==> config.mk <==
export PLATFORM = sky130hd
export DESIGN_NAME = shift_add_mult4_flat
export DESIGN_NICKNAME = d
export VERILOG_FILES = /design/src/rtl/alu_pkg.sv /design/src/rtl/shift_add_mult4_if.sv /design/src/rtl/shift_add_mult4_adder.sv /design/src/rtl/shift_add_mult4.sv /design/src/flat_wrapper.sv
export SDC_FILE = /design/constraint.sdc
export NUM_CORES = 1
export LEC_CHECK = 0
export ABC_AREA = 1
export CORE_AREA = 4 4 49 51
export DETAILED_ROUTE_END_ITERATION = 8
export DIE_AREA = 0 0 53 55
export GPL_TIMING_DRIVEN = 0
export PLACE_DENSITY = 0.71
export SLEW_MARGIN = 10
export SYNTH_ARGS = -nofsm -noshare
export SYNTH_HDL_FRONTEND = slang
export SYNTH_SLANG_ARGS = --single-unit
==> constraint.sdc <==
create_clock -name clk -period 2.03 [get_ports clk]
set_clock_uncertainty 0.2 [all_clocks]
set_input_delay 0.406 -clock clk [delete_from_list [all_inputs] [get_ports clk]]
set_output_delay 0.406 -clock clk [all_outputs]
set_load 0.05 [all_outputs]
==> src/rtl/alu_pkg.sv <==
// Shared definitions for the ALU lab datapath blocks.
//   mult_state_t : controller states of the sequential multiplier
//   OP_W         : operand width (matches the 4-bit ripple adder)
//   PROD_W       : product width
//   MULT_ITERS   : add/shift iterations per multiply
package alu_pkg;

    localparam int OP_W       = 4;
    localparam int PROD_W     = 8;
    localparam int MULT_ITERS = 4;

    typedef enum logic [1:0] {
        IDLE = 2'd0,
        CALC = 2'd1,
        DONE = 2'd2
    } mult_state_t;

endpackage

==> src/rtl/shift_add_mult4_if.sv <==
// Handshake/data bundle for shift_add_mult4.
//   start   : request a multiply (master -> slave)
//   A, B    : multiplicand / multiplier (master -> slave)
//   busy    : iterations in progress (slave -> master)
//   done    : one-cycle pulse, product just became valid (slave -> master)
//   product : A*B, held until the next accepted start (slave -> master)
interface shift_add_mult4_if
    import alu_pkg::*;
    ();

    logic              start;
    logic [OP_W-1:0]   A;
    logic [OP_W-1:0]   B;
    logic              busy;
    logic              done;
    logic [PROD_W-1:0] product;

    modport master (
        output start, A, B,
        input  busy, done, product
    );

    modport slave (
        input  start, A, B,
        output busy, done, product
    );

endinterface

==> src/rtl/shift_add_mult4_adder.sv <==
// Adder4bit: 4-bit ripple-carry adder, the only arithmetic element of the
// multiplier datapath.
//   A, B : addends
//   Cin  : carry in
//   Sum  : A + B + Cin, low 4 bits
//   Cout : carry out of bit 3
module Adder4bit
    import alu_pkg::*;
(
    input  logic [OP_W-1:0] A,
    input  logic [OP_W-1:0] B,
    input  logic            Cin,
    output logic [OP_W-1:0] Sum,
    output logic            Cout
);

    logic [OP_W:0] carry;

    assign carry[0] = Cin;

    generate
        for (genvar gi = 0; gi < OP_W; gi++) begin : g_fa
            assign Sum[gi]       = A[gi] ^ B[gi] ^ carry[gi];
            assign carry[gi + 1] = (A[gi] & B[gi]) | (carry[gi] & (A[gi] ^ B[gi]));
        end
    endgenerate

    assign Cout = carry[OP_W];

endmodule

==> src/rtl/shift_add_mult4.sv <==
// shift_add_mult4: sequential 4x4 unsigned shift-and-add multiplier.
// Each CALC cycle adds M (when Q[0] is set) into the accumulator P_hi through
// Adder4bit and shifts {Cout, Sum, Q} right by one. Four iterations per
// multiply; done pulses for one cycle when the product is ready.
//   clk : rising-edge clock
//   rst : synchronous active-high reset
//   bus : slave side of shift_add_mult4_if (start, A, B, busy, done, product)
module shift_add_mult4
    import alu_pkg::*;
(
    input  logic             clk,
    input  logic             rst,
    shift_add_mult4_if.slave bus
);

    localparam logic [1:0] LAST_ITER = 2'(MULT_ITERS - 1);

    mult_state_t     state_reg, state_next;
    logic [OP_W-1:0] m_reg, m_next;
    logic [OP_W-1:0] p_hi_reg, p_hi_next;
    logic [OP_W-1:0] q_reg, q_next;
    logic [1:0]      cnt_reg, cnt_next;

    logic [OP_W-1:0] add_b;
    logic [OP_W-1:0] sum;
    logic            cout;

    // Partial product term: multiplicand gated by the current multiplier LSB.
    assign add_b = q_reg[0] ? m_reg : '0;

    Adder4bit u_adder (
        .A    (p_hi_reg),
        .B    (add_b),
        .Cin  (1'b0),
        .Sum  (sum),
        .Cout (cout)
    );

    always_ff @(posedge clk) begin
        if (rst) begin
            state_reg <= IDLE;
            m_reg     <= '0;
            p_hi_reg  <= '0;
            q_reg     <= '0;
            cnt_reg   <= '0;
        end else begin
            state_reg <= state_next;
            m_reg     <= m_next;
            p_hi_reg  <= p_hi_next;
            q_reg     <= q_next;
            cnt_reg   <= cnt_next;
        end
    end

    always_comb begin
        state_next = state_reg;
        m_next     = m_reg;
        p_hi_next  = p_hi_reg;
        q_next     = q_reg;
        cnt_next   = cnt_reg;

        case (state_reg)
            IDLE, DONE: begin
                if (bus.start) begin
                    state_next = CALC;
                    m_next     = bus.A;
                    q_next     = bus.B;
                    p_hi_next  = '0;
                    cnt_next   = '0;
                end else if (state_reg == DONE) begin
                    state_next = IDLE;
                end
            end
            CALC: begin
                // Carry out becomes the new MSB, so nothing is ever lost.
                p_hi_next = {cout, sum[OP_W-1:1]};
                q_next    = {sum[0], q_reg[OP_W-1:1]};
                cnt_next  = cnt_reg + 2'd1;
                if (cnt_reg == LAST_ITER) begin
                    state_next = DONE;
                end
            end
            default: begin
                state_next = IDLE;
            end
        endcase
    end

    assign bus.busy    = (state_reg == CALC);
    assign bus.done    = (state_reg == DONE);
    assign bus.product = {p_hi_reg, q_reg};

endmodule

==> src/flat_wrapper.sv <==
// flat-port wrapper written by rule: the top's interface ports become plain ports
module shift_add_mult4_flat import alu_pkg::*;
  (clk, rst, bus_start, bus_A, bus_B, bus_busy, bus_done, bus_product);
  shift_add_mult4_if bus_i ();
  input  logic clk;
  input  logic rst;
  input wire logic [$bits(bus_i.start)-1:0] bus_start;
  input wire logic [$bits(bus_i.A)-1:0] bus_A;
  input wire logic [$bits(bus_i.B)-1:0] bus_B;
  output wire logic [$bits(bus_i.busy)-1:0] bus_busy;
  output wire logic [$bits(bus_i.done)-1:0] bus_done;
  output wire logic [$bits(bus_i.product)-1:0] bus_product;
  assign bus_i.start = bus_start;
  assign bus_i.A = bus_A;
  assign bus_i.B = bus_B;
  assign bus_busy = bus_i.busy;
  assign bus_done = bus_i.done;
  assign bus_product = bus_i.product;
  shift_add_mult4 u_core (.clk(clk), .rst(rst), .bus(bus_i));
endmodule
==> results.json <==
{
  "outcome": "finished, violations left",
  "violations": "setup timing",
  "io_pins": 21,
  "power_w": 0.000782,
  "dieArea_mm2": 0.00292,
  "power_leakage_nw": 0.487,
  "m1WireLength_um": 716,
  "final_area_mm2": 0.00108,
  "grt_overflow": 0,
  "numPortBuffers": 20,
  "synth_cell_types": 21,
  "grt_pass1_vias": 659,
  "worstMarginPinSlew_ps": 493,
  "die_x_um": 53,
  "synthesis.area_um2": 800,
  "final_nets": 142,
  "clk_pin_slew_worst_paths_ps": 90,
  "rsz0062_at_grt": "true",
  "final_hold_viol_count": 0,
  "synth-xor-area-share_pct": 0,
  "slowest_delay_ps": 470,
  "syn_to_final_growth_pct": 35.7,
  "synth-simple-area-share_pct": 29.1,
  "yosys.area.top_type": "dfxtp_1",
  "synth-adder-area-share_pct": 10.6,
  "crit_path_cell_trace": "nand2_2, inv_2, ha_4, inv_2, fa_2, inv_2, fa_2, inv_2, fa_1, o22ai_1",
  "wire_per_inst_um": 10.4,
  "cts_buffer_depth": 2,
  "timing.setup.tns_ps": -39.5,
  "place.gp.congestion": 0.781,
  "worst_slack_ps": -39.5,
  "startpoint": "u_core.q_reg[0]",
  "finalSetupViolCount": 1,
  "dp_hpwl_um": 1230,
  "firstDrtPassIters": 4,
  "die_h_um": 55,
  "slowest_stage": "fa_1",
  "hold_depth": 1,
  "drive_gt1_share_pct": 24.0,
  "synth_top_area_share_pct": 40.1,
  "std_cell_rows": 16,
  "wl_met2_um": 752,
  "drtIter0Drc": 9,
  "coreArea_mm2": 0.00194,
  "ys_warn_count": 0,
  "hp-class": "reg2reg",
  "synth-compound-area-share_pct": 9.39,
  "r2r_start": "u_core.q_reg[0]",
  "grt_pass1_wl_um": 2660,
  "clock.fmax_ghz": 0.483,
  "wl_um": 1590,
  "antenna_found_initial": 0,
  "cp-end-kind": "flip-flop",
  "clock_latency_ps": 290,
  "cp.arrival_ps": 2060,
  "top_layer": "met4",
  "cts_tree": "built",
  "critPathRequiredTime_ps": 2020,
  "synthMuxAreaShare_pct": 0,
  "gr-usage-all-layers_pct": 12.8,
  "timing.critical_path.to": "u_core.p_hi_reg[2]",
  "synth.area.top_cells": "dfxtp_1, nand2_1, fa_1, nor2_1, inv_1",
  "crit_fanout": 3,
  "drv_slew": 0,
  "viasPerCell": 4.68,
  "root_buffer": "clkbuf_4",
  "synth_top_family_by_area": "simple AND/OR/NAND/NOR gates",
  "num_vias": 712,
  "ys_seq_area_share_pct": 40.1,
  "period_share_pct": 102,
  "path_class": "reg2reg",
  "clock-sinks": 16,
  "ys_ff_latch": 16,
  "rrSetupSlack_ps": -40,
  "grt_max_degree": 11,
  "netlist_instances": 100,
  "cts_max_level": 1,
  "ir_drop_mv": 0.410,
  "place_area_mm2": 0.00104,
  "p_per_area_mw_per_mm2": 721,
  "final_antenna_net_count": 0,
  "reg2reg_depth": 10,
  "dr_wl_met3_um": 73,
  "crit_top_cell": "inv_2",
  "reg2reg_to": "u_core.p_hi_reg[2]",
  "maxCapViolCount": 0,
  "drc_errors": 0,
  "cts-buffers-inserted": 3,
  "crit_path_start_kind": "flip-flop",
  "initial_core_util_pct": 41.2,
  "diodes": 0,
  "syn_nets": 116,
  "avgSynthCellArea_um2": 8.00,
  "relSlewSlack_pct": 67.3,
  "fin_crit_ps": 2070
}
## where the power goes
part	internal [W]	total [W]	switching [W]
logic	0.0000762	0.000211	0.000135
clock network	0.000109	0.000212	0.000103
registers	0.000341	0.000359	0.0000183
total	0.000526	0.000782	0.000256
## Yosys cell counts
cell type   n
o22ai_1     4
nand3_1     5
nand3_2     1
nand2_2     1
ha_1        2
nand2_4     3
nand2_1    17
inv_2       2
nor2_8      1
o21ai_1     1
inv_1      14
dfxtp_1    16
nor3_1      2
inv_4       1
buf_8       1
nor2_1     15
nand3b_1    1
a21oi_1     2
buf_2       1
fa_1        3
o21ai_0     7
## worst min-delay path by stage
stage / start / to / slack, ps
after floorplan: u_core.cnt_reg[0] / u_core.cnt_reg[0] / 230
after global placement: u_core.cnt_reg[0] / u_core.cnt_reg[0] / 250
after detailed placement: u_core.cnt_reg[0] / u_core.cnt_reg[0] / 260
after CTS: u_core.cnt_reg[0] / u_core.cnt_reg[0] / 270
after global routing: u_core.cnt_reg[0] / u_core.cnt_reg[0] / 310
final: u_core.cnt_reg[0] / u_core.cnt_reg[0] / 280
## per-layer routing
metal	GRT usage (%)	vias to the layer above
met3	2.68	5
met1	14.9	330
met5	0	-
met4	10.6	0
li1	-	363
met2	20.2	14
## final cells by class
type                            count  area [um^2]
Inverter                           17         66.3
Timing Repair Buffer               21          188
Fill cell                         195          857
Sequential cell                    16          328
Clock buffer                        4         36.3
Buffer                              2         20.0
Tap cell                           27         33.8
Multi-Input combinational cell     65          413
## logic make-up (layout without fill, tap and decap cells)
logic type               count (synthesis)  after routing
flip-flops                              16             16
AO/OA/AOI/OAI                           14             14
AND/OR/NAND/NOR                         46             46
adder cells (fa/ha/maj)                  5              5
buffers and inverters                   19             44
## cells in the final DEF, fill, tap and decap left out, types with 2 or more instances in the layout
cell type	Yosys	routed
a21oi_1	2	2
clkbuf_4	0	3
clkdlybuf4s50_1	0	10
inv_1	14	10
buf_2	1	2
inv_2	2	6
nand2_4	3	3
dlygate4sd2_1	0	8
nor3_1	2	2
nand2_1	17	16
o21ai_0	7	7
nor2_1	15	15
fa_2	0	2
dfxtp_2	0	3
nand3_1	5	5
nand2_2	1	2
dfxtp_1	16	12
o22ai_1	4	4
## repair_timing
item                       in CTS  in global routing
gates resized for setup        13                 10
hold buffers                    0                  0
setup buffers                   1                  0
setup endpoints to repair      11                  4
pin swaps                       1                  3
## critical path: cells and delay by family, from the launching register on
kind                       cells  cell delay [ps]
AOI/OAI and AO/OA              1               70
and+or+nand+nor                1               50
DFF                            1              360
buffers and inverters          4              180
adders and majority gates      4             1110
## per-stage QoR
stage | utilization (%) | worst slack, ps | std cells | hold slack [ps]
floorplan | - | -131 | 100 | 228
finish | 55.9 | -39.5 | 152 | 277
detailed placement | 53.8 | -79.2 | 147 | 259
global route | 55.9 | -102 | 152 | 313
CTS | 55.6 | -51.1 | 152 | 274
global placement | 53.8 | -69.8 | 147 | 246
No activity file was read; power rests on OpenSTA's default activity.
